### src/rtl/vga_timing_gen.sv
// Parametrised VGA/SVGA raster timing generator with registered, mutually aligned outputs.
// Optional frame counter output enabled by defining VGA_TIMING_FRAME_CNT_EN.
module vga_timing_gen #(
    parameter int       H_SYNC   = 120,
    parameter int       H_BACK   = 64,
    parameter int       H_ACTIVE = 800,
    parameter int       H_FRONT  = 56,
    parameter int       V_SYNC   = 6,
    parameter int       V_BACK   = 23,
    parameter int       V_ACTIVE = 600,
    parameter int       V_FRONT  = 37,
    parameter logic     H_POL    = 1'b0,
    parameter logic     V_POL    = 1'b0,
    parameter int       ADDR_W   = 11
) (
    input  logic              CLK,
    input  logic              RSTn,
    input  logic              PixEn_Sig,
    output logic              HSYNC_Sig,
    output logic              VSYNC_Sig,
    output logic              Ready_Sig,
    output logic [ADDR_W-1:0] Column_Addr_Sig,
    output logic [ADDR_W-1:0] Row_Addr_Sig,
`ifdef VGA_TIMING_FRAME_CNT_EN
    output logic              Frame_Start_Sig,
    output logic [15:0]       Frame_Cnt_Sig
`else
    output logic              Frame_Start_Sig
`endif
);

    localparam int H_TOTAL = H_SYNC + H_BACK + H_ACTIVE + H_FRONT;
    localparam int V_TOTAL = V_SYNC + V_BACK + V_ACTIVE + V_FRONT;

    localparam logic [ADDR_W-1:0] H_LAST     = ADDR_W'(H_TOTAL - 1);
    localparam logic [ADDR_W-1:0] V_LAST     = ADDR_W'(V_TOTAL - 1);
    localparam logic [ADDR_W-1:0] H_SYNC_END = ADDR_W'(H_SYNC);
    localparam logic [ADDR_W-1:0] V_SYNC_END = ADDR_W'(V_SYNC);
    localparam logic [ADDR_W-1:0] H_ACT_LO   = ADDR_W'(H_SYNC + H_BACK);
    localparam logic [ADDR_W-1:0] H_ACT_HI   = ADDR_W'(H_SYNC + H_BACK + H_ACTIVE);
    localparam logic [ADDR_W-1:0] V_ACT_LO   = ADDR_W'(V_SYNC + V_BACK);
    localparam logic [ADDR_W-1:0] V_ACT_HI   = ADDR_W'(V_SYNC + V_BACK + V_ACTIVE);

    logic [ADDR_W-1:0] h_cnt;
    logic [ADDR_W-1:0] v_cnt;

    logic              hsync_d;
    logic              vsync_d;
    logic              active_d;
    logic [ADDR_W-1:0] col_d;
    logic [ADDR_W-1:0] row_d;
    logic              frame_d;

    // Decode of the current counter position; registered on the next tick.
    always_comb begin
        hsync_d  = (h_cnt < H_SYNC_END) ? H_POL : ~H_POL;
        vsync_d  = (v_cnt < V_SYNC_END) ? V_POL : ~V_POL;
        active_d = (h_cnt >= H_ACT_LO) && (h_cnt < H_ACT_HI) &&
                   (v_cnt >= V_ACT_LO) && (v_cnt < V_ACT_HI);
        col_d    = '0;
        row_d    = '0;
        if (active_d) begin
            col_d = h_cnt - H_ACT_LO;
            row_d = v_cnt - V_ACT_LO;
        end
        frame_d  = (h_cnt == '0) && (v_cnt == '0);
    end

    always_ff @(posedge CLK) begin
        if (!RSTn) begin
            h_cnt           <= '0;
            v_cnt           <= '0;
            HSYNC_Sig       <= ~H_POL;
            VSYNC_Sig       <= ~V_POL;
            Ready_Sig       <= 1'b0;
            Column_Addr_Sig <= '0;
            Row_Addr_Sig    <= '0;
            Frame_Start_Sig <= 1'b0;
`ifdef VGA_TIMING_FRAME_CNT_EN
            Frame_Cnt_Sig   <= '0;
`endif
        end else if (PixEn_Sig) begin
            HSYNC_Sig       <= hsync_d;
            VSYNC_Sig       <= vsync_d;
            Ready_Sig       <= active_d;
            Column_Addr_Sig <= col_d;
            Row_Addr_Sig    <= row_d;
            Frame_Start_Sig <= frame_d;
`ifdef VGA_TIMING_FRAME_CNT_EN
            if (frame_d) begin
                Frame_Cnt_Sig <= Frame_Cnt_Sig + 16'd1;
            end
`endif
            if (h_cnt == H_LAST) begin
                h_cnt <= '0;
                v_cnt <= (v_cnt == V_LAST) ? '0 : v_cnt + 1'b1;
            end else begin
                h_cnt <= h_cnt + 1'b1;
            end
        end else begin
            // Strobe stays one CLK wide even when ticks are sparse.
            Frame_Start_Sig <= 1'b0;
        end
    end

endmodule
### config.mk
export PLATFORM = sky130hd
export DESIGN_NAME = vga_timing_gen
export DESIGN_NICKNAME = d
export VERILOG_FILES = /design/src/rtl/vga_timing_gen.sv
export SDC_FILE = /design/constraint.sdc
export NUM_CORES = 1
export LEC_CHECK = 0
export BUFFER_PORTS_ARGS = -buffer_cell sky130_fd_sc_hd__buf_4
export CAP_MARGIN = 20
export CORE_UTILIZATION = 30
export DETAILED_ROUTE_END_ITERATION = 6
export GPL_ROUTABILITY_DRIVEN = 0
export HOLD_SLACK_MARGIN = 0.05
export PLACE_DENSITY = 0.5
export SLEW_MARGIN = 10
export SYNTH_ARGS = -nofsm -noshare
export SYNTH_HDL_FRONTEND = slang
export SYNTH_SLANG_ARGS = --single-unit
### constraint.sdc
create_clock -name CLK -period 2.9 [get_ports CLK]
set_input_delay 0.29 -clock CLK [delete_from_list [all_inputs] [get_ports CLK]]
set_output_delay 0.29 -clock CLK [all_outputs]
set_load 0.005 [all_outputs]
==> load_flow_metrics.sql <==
INSERT INTO impl_metrics (metric_group, metric, value, unit) VALUES
('placed_design', 'place_hpwl', '3780', 'µm'),
('cells_and_area', 'design.final.nets', '307', ''),
('global_routing', 'grt_pass1_vias', '1771', ''),
('cts', 'post_cts.resized_instances', '0', ''),
('die', 'floorplan.initialDensity', '31.1', '%'),
('global_routing', 'grt_resource_usage_total', '13.3', '%'),
('route', 'drt-total-wl', '5380', 'µm'),
('synthesis', 'post_synthesis_sequential_element_count', '48', ''),
('pwr', 'total_leakage_power', '0.00101', 'µW'),
('die', 'die_w', '91.8', 'µm'),
('timing', 'drv_slew', '0', ''),
('setup_path', 'worst_ep_arrival_time', '2280', 'ps'),
('pwr', 'pwrdens', '401', 'nW/µm²'),
('timing', 'hold_slack', '241', 'ps'),
('synthesis', 'yosys_most_used_dff', 'dfxtp_1', ''),
('setup_path', 'crit_path_max_fanout', '23', ''),
('global_routing', 'grt_pass1_wl', '9070', 'µm'),
('hold_path', 'hold-path-cell-count', '2', ''),
('setup_path', 'startpoint_type', 'register', ''),
('synthesis', 'syn-mean-instance-area', '8.49', 'µm²'),
('run', 'max_capacitance_violation_total', '0', ''),
('route', 'drt-pass1-iter-count', '4', ''),
('setup_path', 'worst_path_dominant_cell_family', 'compound AO/OA/AOI/OAI gates', ''),
('timing', 'timing.final.crit_share', '73.2', '%'),
('timing', 'fmax', '471', 'MHz'),
('timing', 'tightest_slew', '787', 'ps'),
('route', 'detail_route.wl_per_cell', '13.5', 'µm'),
('global_routing', 'grt_start_max_net_pins', '24', ''),
('setup_path', 'timing_worst_setup_path_type', 'reg2reg', ''),
('setup_path', 'largest_stage_delay_on_the_critical_path', '620', 'ps'),
('route', 'dr.first_iter.drc_count', '162', ''),
('cts', 'postCtsSetupBuffers', '0', ''),
('outcome', 'outcome', 'finished, final reports clean', ''),
('cts', 'ctsRootBufferMaster', 'clkbuf_8', ''),
('setup_path', 'worst_path_buffer_plus_inverter_count', '0', ''),
('timing', 'setup_violations', '0', ''),
('setup_path', 'rr_worst_depth', '4', ''),
('timing', 'unrepaired_setup_endpoints_after_global_routing', 'no', ''),
('die', 'floorplan.io_pins', '29', ''),
('route', 'drc_errors', '0', ''),
('synthesis', 'netlist_instances', '285', ''),
('pwr', 'irDropWorstVdd', '156', 'µV'),
('synthesis', 'syn-num-nets', '295', ''),
('route', 'via_count', '1970', ''),
('cells_and_area', 'flow.area_growth_from_synthesis', '12.5', '%'),
('route', 'viasPerCell', '4.94', ''),
('setup_path', 'cp_cell_sequence', 'nor4_1 > o211a_1 > a211o_1 > o31ai_1', ''),
('timing', 'timing.setup.tns', '0', 'ps'),
('cts', 'clock_tree_from_tritoncts', 'done', ''),
('setup_path', 'cp_data_required_time', '3050', 'ps'),
('die', 'dieHeight', '91.8', 'µm'),
('setup_path', 'crit_path_top_delay_cell', 'a211o_1', ''),
('synthesis', 'edff_count_synth', '0', ''),
('hold_path', 'path_type_of_the_worst_min_delay_path', 'in2reg', ''),
('die', 'row_count', '32', ''),
('synthesis', 'synth_async_sr_flop_share', '0', '%'),
('synthesis', 'post_synthesis_sequential_area_ratio', '39.7', '%'),
('setup_path', 'timing.critical_path.depth', '4', ''),
('cts', 'clk-insertion-delay-late', '300', 'ps'),
('cts', 'cts_made_buffers', '5', ''),
('placed_design', 'io_buffers', '28', ''),
('die', 'placeable_area', '7770', 'µm²'),
('cells_and_area', 'diodes', '0', ''),
('cts', 'clock_tree.buffer_depth', '2', ''),
('cts', 'cts.htree.levels', '2', ''),
('route', 'final_antenna_net_count', '0', ''),
('cells_and_area', 'n_fill_cell', '830', ''),
('timing', 'finalCriticalPeriod', '2120', 'ps'),
('cts', 'post_cts_hold_buffer_count', '0', ''),
('synthesis', 'syn-cell-area', '2420', 'µm²'),
('die', 'die-area', '8430', 'µm²'),
('cells_and_area', 'post_route_cells_drive_above_1_share', '13.8', '%'),
('timing', 'fin_skew', '8.23', 'ps'),
('timing', 'max_slew_margin', '47.5', '%'),
('synthesis', 'synth.lib_cells_used.distinct', '42', ''),
('setup_path', 'endpoint_kind', 'register', ''),
('global_routing', 'remaining_global_route_overflow', '0', ''),
('global_routing', 'number_of_antenna_violations_at_the_first_check_in_global_routing', '0', ''),
('cts', 'cts.sink_count', '48', ''),
('timing', 'hold_viol_final', '0', ''),
('cts', 'clkTransAtPathRegs', '90', 'ps'),
('synthesis', 'yosysWarningCount', '0', '');
[cell usage after synthesis (2+ instances only)]
cell type	count	area share (%)
buf_6	2	0.93
nor2_1	23	3.6
and4b_1	2	0.83
nand2_1	37	5.7
nor3_1	7	1.4
nor4_1	3	0.78
or3_1	8	2.1
and3_1	3	0.78
a21oi_1	10	2.1
o21ai_0	11	2.3
o31ai_1	24	7.4
xor2_1	9	3.3
o211ai_1	2	0.62
nand4_1	10	2.6
buf_2	13	2.7
nand3_1	8	1.7
nor3b_1	2	0.62
clkbuf_1	9	1.4
dfxtp_1	48	40
ha_1	7	3.6
inv_1	7	1.1
or4_1	3	0.93
xnor2_1	16	5.8
and2_1	3	0.78
[power by group]
part           total (µW)  internal (µW)  switching (µW)  leakage (µW)
clock network         380            165             216     0.0000410
registers             669            664            5.08      0.000388
logic                40.5           15.4            25.2      0.000577
total                1090            844             246       0.00101
[worst register-to-register path: stages (launching register included)]
cell	delay (ps)
dfxtp_1	440
nor4_1	520
o211a_1	250
a211o_1	620
o31ai_1	150
[state kept, by name, indices dropped and copies added (netlist names)]
signal / count
Column_Addr_Sig: 11
Row_Addr_Sig: 11
h_cnt: 11
v_cnt: 11
Frame_Start_Sig: 1
HSYNC_Sig: 1
Ready_Sig: 1
VSYNC_Sig: 1
[through the flow]
| step | cell area [µm²] | worst slack (ps) | utilization, % | total power, µW | cells |
|---|---|---|---|---|---|
| finish | 2720 | 776 | 35.0 | 1090 | 399 |
| global route | 2720 | 629 | 35.0 | 1140 | 399 |
| CTS | 2720 | 787 | 35.0 | 1110 | 399 |
| detailed placement | 2640 | 787 | 34.0 | 726 | 392 |
| global placement | 2640 | 834 | 34.0 | 726 | 392 |
| floorplan | 2420 | 1210 | - | 709 | 285 |
[layout make-up]
type | count | area (µm²) | share of cell area, %
clock inverter | 1 | 5.00 | 0.184
tap | 102 | 128 | 4.69
sequential | 48 | 961 | 35.3
inverter | 7 | 26.3 | 0.966
multi-input combinational | 205 | 1300 | 47.9
clock buffer | 6 | 72.6 | 2.67
timing repair buffer | 30 | 225 | 8.28
[layout by cell type, fill, tap and decap left out, types with 5 or more instances in the layout]
master     n
o31ai_1   24
or3_1      8
nand3_1    8
ha_1       7
o21ai_0   11
nor2_1    23
nand2_1   37
xnor2_1   16
dfxtp_1   48
a21oi_1   10
nand4_1   10
buf_4     30
xor2_1     9
clkbuf_8   5
nor3_1     7
inv_1      7
[cells by family (layout without fill, tap and decap cells)]
| kind of cell | count (synthesis) | in the layout | share of synthesized area (%) |
|---|---|---|---|
| and+or+nand+nor | 117 | 117 | 25.5 |
| AOI/OAI and AO/OA | 55 | 55 | 15.3 |
| DFF | 48 | 48 | 39.7 |
| buffers and inverters | 32 | 44 | 6.41 |
| xor gates and xnor gates | 25 | 25 | 9.05 |
| adders and majority gates | 7 | 7 | 3.62 |
| muxes | 1 | 1 | 0.414 |
[per-layer routing]
layer	up-vias	global-route usage (%)	wire length [µm]
met5	-	0	0
met4	0	3.91	70
met3	6	2.32	176
met2	35	19.1	2160
met1	906	20.0	2980
li1	1023	-	-
[final timing paths]
| kind | startpoint | slack, ps | end |
|---|---|---|---|
| max | v_cnt[5] | 780 | Row_Addr_Sig[4] |
| max reg2reg | v_cnt[5] | 780 | Row_Addr_Sig[4] |
| min | RSTn | 240 | HSYNC_Sig |
| min reg2reg | Column_Addr_Sig[6] | 460 | Column_Addr_Sig[6] |
Power figures use the tool's default switching activity.
